`src/rtl/sample_voice_mixer.sv`:
```
// Multi-voice sample player: once per I2S frame, reads one byte per active
// voice from SPI flash and sums all voices (inactive voices count as silence).
module sample_voice_mixer #(
    parameter int unsigned        NUM_VOICES   = 4,
    parameter int unsigned        ADDR_W       = 24,
    parameter logic [ADDR_W-1:0]  BASE_ADDR    = 24'h000000,
    parameter logic [ADDR_W-1:0]  VOICE_STRIDE = 24'h010000,
    parameter int unsigned        SAMPLE_LEN   = 16000,
    localparam int unsigned       VID_W        = $clog2(NUM_VOICES),
    localparam int unsigned       POS_W        = $clog2(SAMPLE_LEN),
    localparam int unsigned       OUT_W        = 8 + VID_W
) (
    input  logic                  clk,
    input  logic                  reset,
    input  logic                  lrclk,
    input  logic                  trig_valid,
    input  logic [VID_W-1:0]      trig_voice,
    input  logic                  trig_loop,
    input  logic                  trig_stop,
    output logic                  spi_start_read,
    output logic [ADDR_W-1:0]     spi_addr,
    input  logic                  spi_data_ready,
    input  logic [7:0]            spi_data,
    output logic [OUT_W-1:0]      sample_data,
    output logic                  sample_valid,
    output logic [NUM_VOICES-1:0] voice_active,
    output logic                  overrun
);

    typedef enum logic [2:0] {
        S_IDLE, S_APPLY, S_SELECT, S_ISSUE, S_WAIT, S_DONE
    } state_t;

    localparam logic [VID_W-1:0] LAST_VID  = VID_W'(NUM_VOICES - 1);
    localparam logic [POS_W-1:0] LAST_POS  = POS_W'(SAMPLE_LEN - 1);
    localparam logic [OUT_W-1:0] SILENCE   = OUT_W'(128);
    localparam logic [OUT_W-1:0] RESET_MIX = OUT_W'(NUM_VOICES * 128);

    state_t state_q, state_d;

    logic                              lrclk_q;
    logic                              frame_start_c;
    logic [NUM_VOICES-1:0]             pend_start_q, pend_start_d;
    logic [NUM_VOICES-1:0]             pend_loop_q,  pend_loop_d;
    logic [NUM_VOICES-1:0]             pend_stop_q,  pend_stop_d;
    logic [NUM_VOICES-1:0]             active_q,     active_d;
    logic [NUM_VOICES-1:0]             loop_q,       loop_d;
    logic [NUM_VOICES-1:0][POS_W-1:0]  pos_q,        pos_d;
    logic [OUT_W-1:0]                  acc_q,        acc_d;
    logic [VID_W-1:0]                  idx_q,        idx_d;
    logic                              start_d;
    logic [ADDR_W-1:0]                 addr_d;
    logic [OUT_W-1:0]                  sample_d;
    logic                              valid_d;
    logic                              overrun_d;

    assign frame_start_c = ~lrclk_q & lrclk;
    assign voice_active  = active_q;

    // State register
    always_ff @(posedge clk) begin
        if (reset) begin
            state_q <= S_IDLE;
        end else begin
            state_q <= state_d;
        end
    end

    // Next-state: walk every voice once per frame, one SPI read at a time
    always_comb begin
        state_d = state_q;
        case (state_q)
            S_IDLE:   if (frame_start_c) state_d = S_APPLY;
            S_APPLY:  state_d = S_SELECT;
            S_SELECT: begin
                if (active_q[idx_q])        state_d = S_ISSUE;
                else if (idx_q == LAST_VID) state_d = S_DONE;
            end
            S_ISSUE:  state_d = S_WAIT;
            S_WAIT: begin
                if (spi_data_ready) state_d = (idx_q == LAST_VID) ? S_DONE : S_SELECT;
            end
            S_DONE:   state_d = S_IDLE;
            default:  state_d = S_IDLE;
        endcase
    end

    // Output / datapath next values
    always_comb begin
        pend_start_d = pend_start_q;
        pend_loop_d  = pend_loop_q;
        pend_stop_d  = pend_stop_q;
        active_d     = active_q;
        loop_d       = loop_q;
        pos_d        = pos_q;
        acc_d        = acc_q;
        idx_d        = idx_q;
        start_d      = 1'b0;
        addr_d       = spi_addr;
        sample_d     = sample_data;
        valid_d      = 1'b0;
        overrun_d    = overrun | (frame_start_c && (state_q != S_IDLE));

        case (state_q)
            S_APPLY: begin
                for (int v = 0; v < NUM_VOICES; v++) begin
                    if (pend_start_q[v]) begin
                        active_d[v] = 1'b1;
                        pos_d[v]    = '0;
                        loop_d[v]   = pend_loop_q[v];
                    end else if (pend_stop_q[v]) begin
                        active_d[v] = 1'b0;
                    end
                end
                pend_start_d = '0;
                pend_loop_d  = '0;
                pend_stop_d  = '0;
                acc_d        = '0;
                idx_d        = '0;
            end
            S_SELECT: begin
                if (!active_q[idx_q]) begin
                    acc_d = acc_q + SILENCE;
                    if (idx_q != LAST_VID) idx_d = idx_q + VID_W'(1);
                end
            end
            S_WAIT: begin
                if (spi_data_ready) begin
                    acc_d        = acc_q + OUT_W'(spi_data);
                    pos_d[idx_q] = pos_q[idx_q] + POS_W'(1);
                    if (pos_q[idx_q] == LAST_POS) begin
                        pos_d[idx_q] = '0;
                        if (!loop_q[idx_q]) active_d[idx_q] = 1'b0;
                    end
                    if (idx_q != LAST_VID) idx_d = idx_q + VID_W'(1);
                end
            end
            S_DONE: begin
                sample_d = acc_q;
                valid_d  = 1'b1;
            end
            default: ;
        endcase

        // Read request is high exactly while in ISSUE; address held until the next request
        if (state_d == S_ISSUE) begin
            start_d = 1'b1;
            addr_d  = BASE_ADDR + ADDR_W'(idx_q) * VOICE_STRIDE + ADDR_W'(pos_q[idx_q]);
        end

        // Commands latch last so one arriving during APPLY survives the clear
        if (trig_valid) begin
            if (trig_stop) begin
                pend_stop_d[trig_voice]  = 1'b1;
                pend_start_d[trig_voice] = 1'b0;
            end else begin
                pend_start_d[trig_voice] = 1'b1;
                pend_stop_d[trig_voice]  = 1'b0;
                pend_loop_d[trig_voice]  = trig_loop;
            end
        end
    end

    // Datapath and registered outputs
    always_ff @(posedge clk) begin
        if (reset) begin
            lrclk_q        <= 1'b0;
            pend_start_q   <= '0;
            pend_loop_q    <= '0;
            pend_stop_q    <= '0;
            active_q       <= '0;
            loop_q         <= '0;
            pos_q          <= '0;
            acc_q          <= '0;
            idx_q          <= '0;
            spi_start_read <= 1'b0;
            spi_addr       <= '0;
            sample_data    <= RESET_MIX;
            sample_valid   <= 1'b0;
            overrun        <= 1'b0;
        end else begin
            lrclk_q        <= lrclk;
            pend_start_q   <= pend_start_d;
            pend_loop_q    <= pend_loop_d;
            pend_stop_q    <= pend_stop_d;
            active_q       <= active_d;
            loop_q         <= loop_d;
            pos_q          <= pos_d;
            acc_q          <= acc_d;
            idx_q          <= idx_d;
            spi_start_read <= start_d;
            spi_addr       <= addr_d;
            sample_data    <= sample_d;
            sample_valid   <= valid_d;
            overrun        <= overrun_d;
        end
    end

endmodule
```
`config.mk`:
```
export PLATFORM = sky130hd
export DESIGN_NAME = sample_voice_mixer
export DESIGN_NICKNAME = d
export VERILOG_FILES = /design/src/rtl/sample_voice_mixer.sv
export SDC_FILE = /design/constraint.sdc
export NUM_CORES = 1
export LEC_CHECK = 0
export CAP_MARGIN = 20
export CORE_UTILIZATION = 40
export CTS_BUF_LIST = sky130_fd_sc_hd__clkbuf_4
export CTS_CLUSTER_SIZE = 14
export DETAILED_ROUTE_END_ITERATION = 6
export PLACE_DENSITY_LB_ADDON = 0.2
export SYNTH_ARGS = -nofsm -noshare
export SYNTH_HDL_FRONTEND = slang
export SYNTH_SLANG_ARGS = --single-unit
```
`constraint.sdc`:
```
create_clock -name clk -period 2.4 [get_ports clk]
set_clock_uncertainty 0.2 [all_clocks]
set_input_delay 0.36 -clock clk [delete_from_list [all_inputs] [get_ports clk]]
set_output_delay 0.36 -clock clk [all_outputs]
set_load 0.005 [all_outputs]
```
==> results of run 1 <==
## cell type report
cell class | count | area share [%]
Clock buffer | 17 | 1.78
Timing Repair Buffer | 126 | 15.6
Multi-Input combinational cell | 466 | 42.5
Clock inverter | 14 | 2.86
Tap cell | 176 | 3.07
Sequential cell | 121 | 33.8
Inverter | 8 | 0.418
## logic make-up (layout without fill, tap and decap cells)
family                   Yosys count  after routing
buffers and inverters             52            165
AO/OA/AOI/OAI                    160            160
XOR/XNOR                          14             14
AND/OR/NAND/NOR                  243            243
flip-flops                       121            121
adder cells (fa/ha/maj)           15             15
other                              1              8
multiplexers                      26             26
## timing repair
action | CTS | global route
gates resized for setup | 4 | 20
gates cloned | 0 | 0
setup endpoints to repair | 21 | 38
hold buffers | 1 | 0
pin swaps | 6 | 13
buffers inserted | 1 | 4
hold endpoints to repair | 2 | 0
## report_power, final
| part | total, mW | switching, mW | internal (mW) |
|---|---|---|---|
| sequential | 2.04 | 0.0185 | 2.02 |
| clock | 1.68 | 0.771 | 0.913 |
| combinational | 0.255 | 0.154 | 0.101 |
## metrics by stage
step	util (%)	cells	power [mW]	hold WS, ns	TNS [ns]
2_1_floorplan	-	639	2.23	0.220	-0.287
3_3_place_gp	50.0	890	2.33	0.229	-9.54
3_5_place_dp	50.0	891	2.33	0.243	-9.40
4_1_cts	52.7	924	4.01	0.195	-0.0206
5_1_grt	53.6	928	4.12	0.216	-0.361
6_report	53.6	928	3.98	0.240	-0.0309
## cell usage after synthesis, types with 6 or more instances
cell type  number  area share [%]
nand2_1        99             6.7
a22oi_1         8             1.1
o21ai_0        46             4.1
nor3b_1         6            0.81
a22o_1         20             3.1
xor2_1          6            0.94
nor3_1         10            0.90
nor2_1         61             4.1
ha_1           14             3.1
buf_4          11             1.5
a21oi_1        58             5.2
mux2i_1        10             1.8
inv_1           8            0.54
nand3_1        32             2.9
mux4_2         16             6.5
dfxtp_1       121              43
clkbuf_1       26             1.7
nand2b_1        6            0.67
xnor2_1         8             1.3
## registers in the layout (all words and copies together), names as in the netlist
register,flops
spi_addr,16
overrun,1
sample_valid,1
lrclk_q,1
sample_data,10
pend_loop_q,4
spi_start_read,1
pend_start_q,4
pend_stop_q,4
pos_q,56
voice_active,4
state_q,3
idx_q,2
loop_q,4
acc_q,10
## worst max-delay path by stage
stage | from | to | depth (start not counted)
after global routing | acc_q[0] | acc_q[8] | 8
final | acc_q[0] | acc_q[8] | 8
after CTS | acc_q[0] | acc_q[8] | 8
after global placement | spi_data[0] | acc_q[8] | 9
after floorplan | idx_q[1] | pos_q[10] | 9
after detailed placement | spi_data[0] | acc_q[8] | 9
## metal layers
layer  GRT usage (%)  vias up  share of wire (%)
met4            7.42        0                1.3
li1                -     2454                  -
met1            27.6     2378                 45
met3            5.56       14                5.4
met2            37.3      149                 48
met5               0        -                  0
## worst register-to-register path: stages, from the launching register on
cell and delay (ns):
dfxtp_2 0.35, ha_4 0.16, fa_2 0.37, a211oi_4 0.24
nor2_2 0.08, or4b_4 0.49, a32oi_2 0.20, a21oi_1 0.09
o21a_1 0.18
==> out/metrics.csv, run 1 <==
metric,value,unit
status,"finished, violations left",
failing checks,setup timing,
worst-margin pin slew,0.747,ns
final setup margin,-0.0309,ns
hold crit path type,in -> reg,
routed vias,4995,
vias in the first global route,5036,
worst r2r src,acc_q[0],
RSZ-0062 raised after global routing,true,
sequential cell area,2430,um^2
Via density,5.38,
flop2flop setup slack,-0.03,ns
final instance area,7180,um^2
Final min period,2.43,ns
Slew Limit Fails,0,
initial antenna violation count,0,
Ys Warns,0,
Final Hold Viols,0,
H-tree Lvls,4,
initial core utilization,41.6,%
worst setup path category,reg -> reg,
synthesized flop and latch total,121,
maximum vdd drop,0.386,mV
most frequent cells in the layout,"119 x dfxtp_1, 97 x nand2_1, 70 x buf_4",
share of post-route cells with drive strength above 1,19.8,%
clock sinks,121,
Worst-Skew Late Latency,0.53,ns
"most common cell after layout, fill and taps aside",dfxtp_1,
Core Box Area,13400,um^2
mux share of post-synthesis cell area,8.25,%
Synth async-reset ratio,0,%
Hold Path End,lrclk_q,
startpoint type of the worst setup path,flip-flop,
total CTS buffers,17,
n_diodes,0,
Hold Path Origin,lrclk,
register area share after synthesis,43.4,%
Filler cells,1243,
Area after DPL,6710,um^2
drt drc,0,
"Area growth, synth to finish",28.7,%
Avg WL per Cell,16.2,um
row count,42,
DIE WIDTH,120,um
CP cell instances,"ha_4, fa_2, a211oi_4, nor2_2, or4b_4, a32oi_2, a21oi_1, o21a_1",
R2R depth,8,
crit-path leading delay family,compound AO/OA/AOI/OAI gates,
CP required,2.65,ns
Die Y-Extent,120,um
clk root buf,clkbuf_4,
HPWL Detailed,10900,um
global-route wire length before repair,24800,um
area fraction in compound gates after synthesis,17.7,%
dpl ws,-0.541,ns
drt total wl,15000,um
total gr overflow,0,
r2r endpoint,acc_q[8],
pwr dens,554,nW/um^2
number of flops mapped to enable cells by yosys,0,
"Avg Cell Area, Syn",8.83,um^2
Iteration-0 DRC Markers,281,
RePlAce Congestion,0.828,
Final Cycle Share,101,%
Port Buffers,49,
Critical-path top delay cell,or4b_4,
Mapped Area,5580,um^2
Worst Path Arrival,2.68,ns
area share of xor/xnor cells in the synthesized design,2.20,%
final setup fails,1,
CP max stage delay,0.49,ns
P_leak,2.69,nW
Detailed Routing Iterations Pass 1,5,
Tot GR Track Use,22.2,%
CP bufs+invs,0,
Die ar.,14400,um^2
Simple-Gate Fraction of Synth Area,20.5,%
pin count of the biggest net entering global routing,39,
crit-path max FO,2,
CP Capture Type,flip-flop,
area of the multi-input gates,3050,um^2
Layout Nets,772,
largest family of logic cells by synthesized area,simple AND/OR/NAND/NOR gates,
main flop type after synthesis,dfxtp_1,
Hold Path Stages,2,
Routed Antenna Nets,0,
CTS tree,built,
Clock Tree Buf Depth,2,
Rel. slew slack,50.1,%
Gate Count Post-Synth,632,
"Reg clk slew, reported paths",0.11,ns
I/O pins,58,
Max Cap Viol,0,
maximum operating frequency,411,MHz
post-synthesis adder-cell area fraction,3.50,%
Netlist cell types,56,
(Power assumes the default switching activity.)
==> inputs of run 2 (changes only) <==
Clock period 2.4 ns to 2.6 ns, I/O delays scaled along.
==> out/metrics.csv, run 2 (same netlist as run 1, synthesis figures left out) <==
metric,value,unit
area of the multi-input gates,2960,um^2
Avg WL per Cell,16.3,um
initial core utilization,41.6,%
I/O pins,58,
Die ar.,14400,um^2
final instance area,6910,um^2
clock sinks,121,
maximum operating frequency,391,MHz
"most common cell after layout, fill and taps aside",dfxtp_1,
Port Buffers,49,
Critical-path top delay cell,fa_2,
CP max stage delay,0.37,ns
final setup fails,0,
Area after DPL,6550,um^2
vias in the first global route,4989,
Layout Nets,753,
total CTS buffers,17,
total gr overflow,0,
initial antenna violation count,0,
Detailed Routing Iterations Pass 1,6,
H-tree Lvls,4,
Final min period,2.56,ns
Rel. slew slack,51.0,%
RePlAce Congestion,0.864,
drt total wl,14800,um
total power,3.54,mW
maximum vdd drop,0.352,mV
CP required,2.88,ns
pin count of the biggest net entering global routing,41,
Slew Limit Fails,0,
Worst Path Arrival,2.84,ns
CP cell instances,"ha_2, fa_2, a211oi_2, buf_4, buf_4, buf_4, o21bai_1, a21oi_2, o21bai_1, a211oi_2, o21a_1",
global-route wire length before repair,24700,um
Largest regs,"pos_q x56, spi_addr x16",
Core Box Area,13400,um^2
share of post-route cells with drive strength above 1,16.4,%
number of flip-flops in the largest register,56,
Iteration-0 DRC Markers,342,
worst-margin pin slew,0.732,ns
most frequent cells in the layout,"119 x dfxtp_1, 99 x nand2_1, 60 x nor2_1",
startpoint type of the worst setup path,flip-flop,
Worst-Skew Late Latency,0.53,ns
Clock Tree Buf Depth,2,
crit-path max FO,2,
n_diodes,0,
clk root buf,clkbuf_4,
sequential cell area,2420,um^2
Final Hold Viols,0,
worst setup path category,reg -> reg,
Via density,5.51,
Filler cells,1302,
P_leak,2.59,nW
DIE WIDTH,120,um
CP Capture Type,flip-flop,
Reg with most FFs,pos_q,
CTS tree,built,
Final Cycle Share,98.5,%
drt drc,0,
row count,42,
Routed Antenna Nets,0,
status,"complete, no violations",
pwr dens,513,nW/um^2
Max Cap Viol,0,
"Area growth, synth to finish",23.8,%
HPWL Detailed,10600,um
Die Y-Extent,120,um
hold crit path type,reg -> reg,
routed vias,5006,
"Reg clk slew, reported paths",0.10,ns
Tot GR Track Use,22.1,%
"most used cell, CP",buf_4,
-- run 2: critical path, delay by kind of cell (launching register included) --
family	cells	cell delay [ns]
flops	1	0.34
buf+inv	3	0.34
fa+ha+maj	2	0.55
compound gates	6	1.08
-- run 2: power breakdown --
group / switching (mW) / total (mW) / internal [mW] / leakage, nW
Sequential: 0.0188 / 1.88 / 1.87 / 0.977
Combinational: 0.135 / 0.221 / 0.0864 / 1.45
Clock: 0.676 / 1.44 / 0.761 / 0.163
Total: 0.829 / 3.54 / 2.71 / 2.59
-- run 2: cell type report --
cell class / count / share of cell area [%]
clock inverter: 11 / 2.25
multi-input combinational: 466 / 42.9
clock buffer: 19 / 2.07
inverter: 8 / 0.435
timing repair buffer: 107 / 14.0
sequential: 121 / 35.1
tap: 176 / 3.19
-- run 2: final timing paths --
kind,slack (ns),endpoint,startpoint,cells past startpoint
worst max-delay path,0.04,acc_q[8],acc_q[0],11
worst min register to register,0.26,pos_q[54],pos_q[54],2
worst max register to register,0.04,acc_q[8],acc_q[0],11
worst min-delay path,0.26,pos_q[54],pos_q[54],2
-- run 2: through the flow --
stage	util, %	TNS [ns]	setup slack [ns]	std cells	hold slack [ns]
CTS	51.4	0	0.0261	908	0.214
global placement	48.7	-5.14	-0.573	871	0.228
finish	51.5	0	0.0400	908	0.258
detailed placement	48.9	-1.13	-0.612	874	0.239
floorplan	-	-0.0230	-0.0230	639	0.220
global route	51.5	-0.0227	-0.0227	908	0.249
-- run 2: what timing repair did --
item | CTS | global route
hold endpoints to repair | 2 | 0
resized for setup | 4 | 4
buffers inserted | 3 | 1
cloned | 0 | 0
endpoints found under the setup margin | 2 | 5
pin swaps | 4 | 4
hold buffers | 1 | 0
-- run 2: layer usage --
metal / global-route usage, % / wire length [um] / vias up
li1: - / - / 2417
met1: 27.2 / 6490 / 2401
met2: 36.6 / 7150 / 157
met3: 5.75 / 798 / 31
met4: 8.83 / 315 / 0
met5: 0 / 0 / -
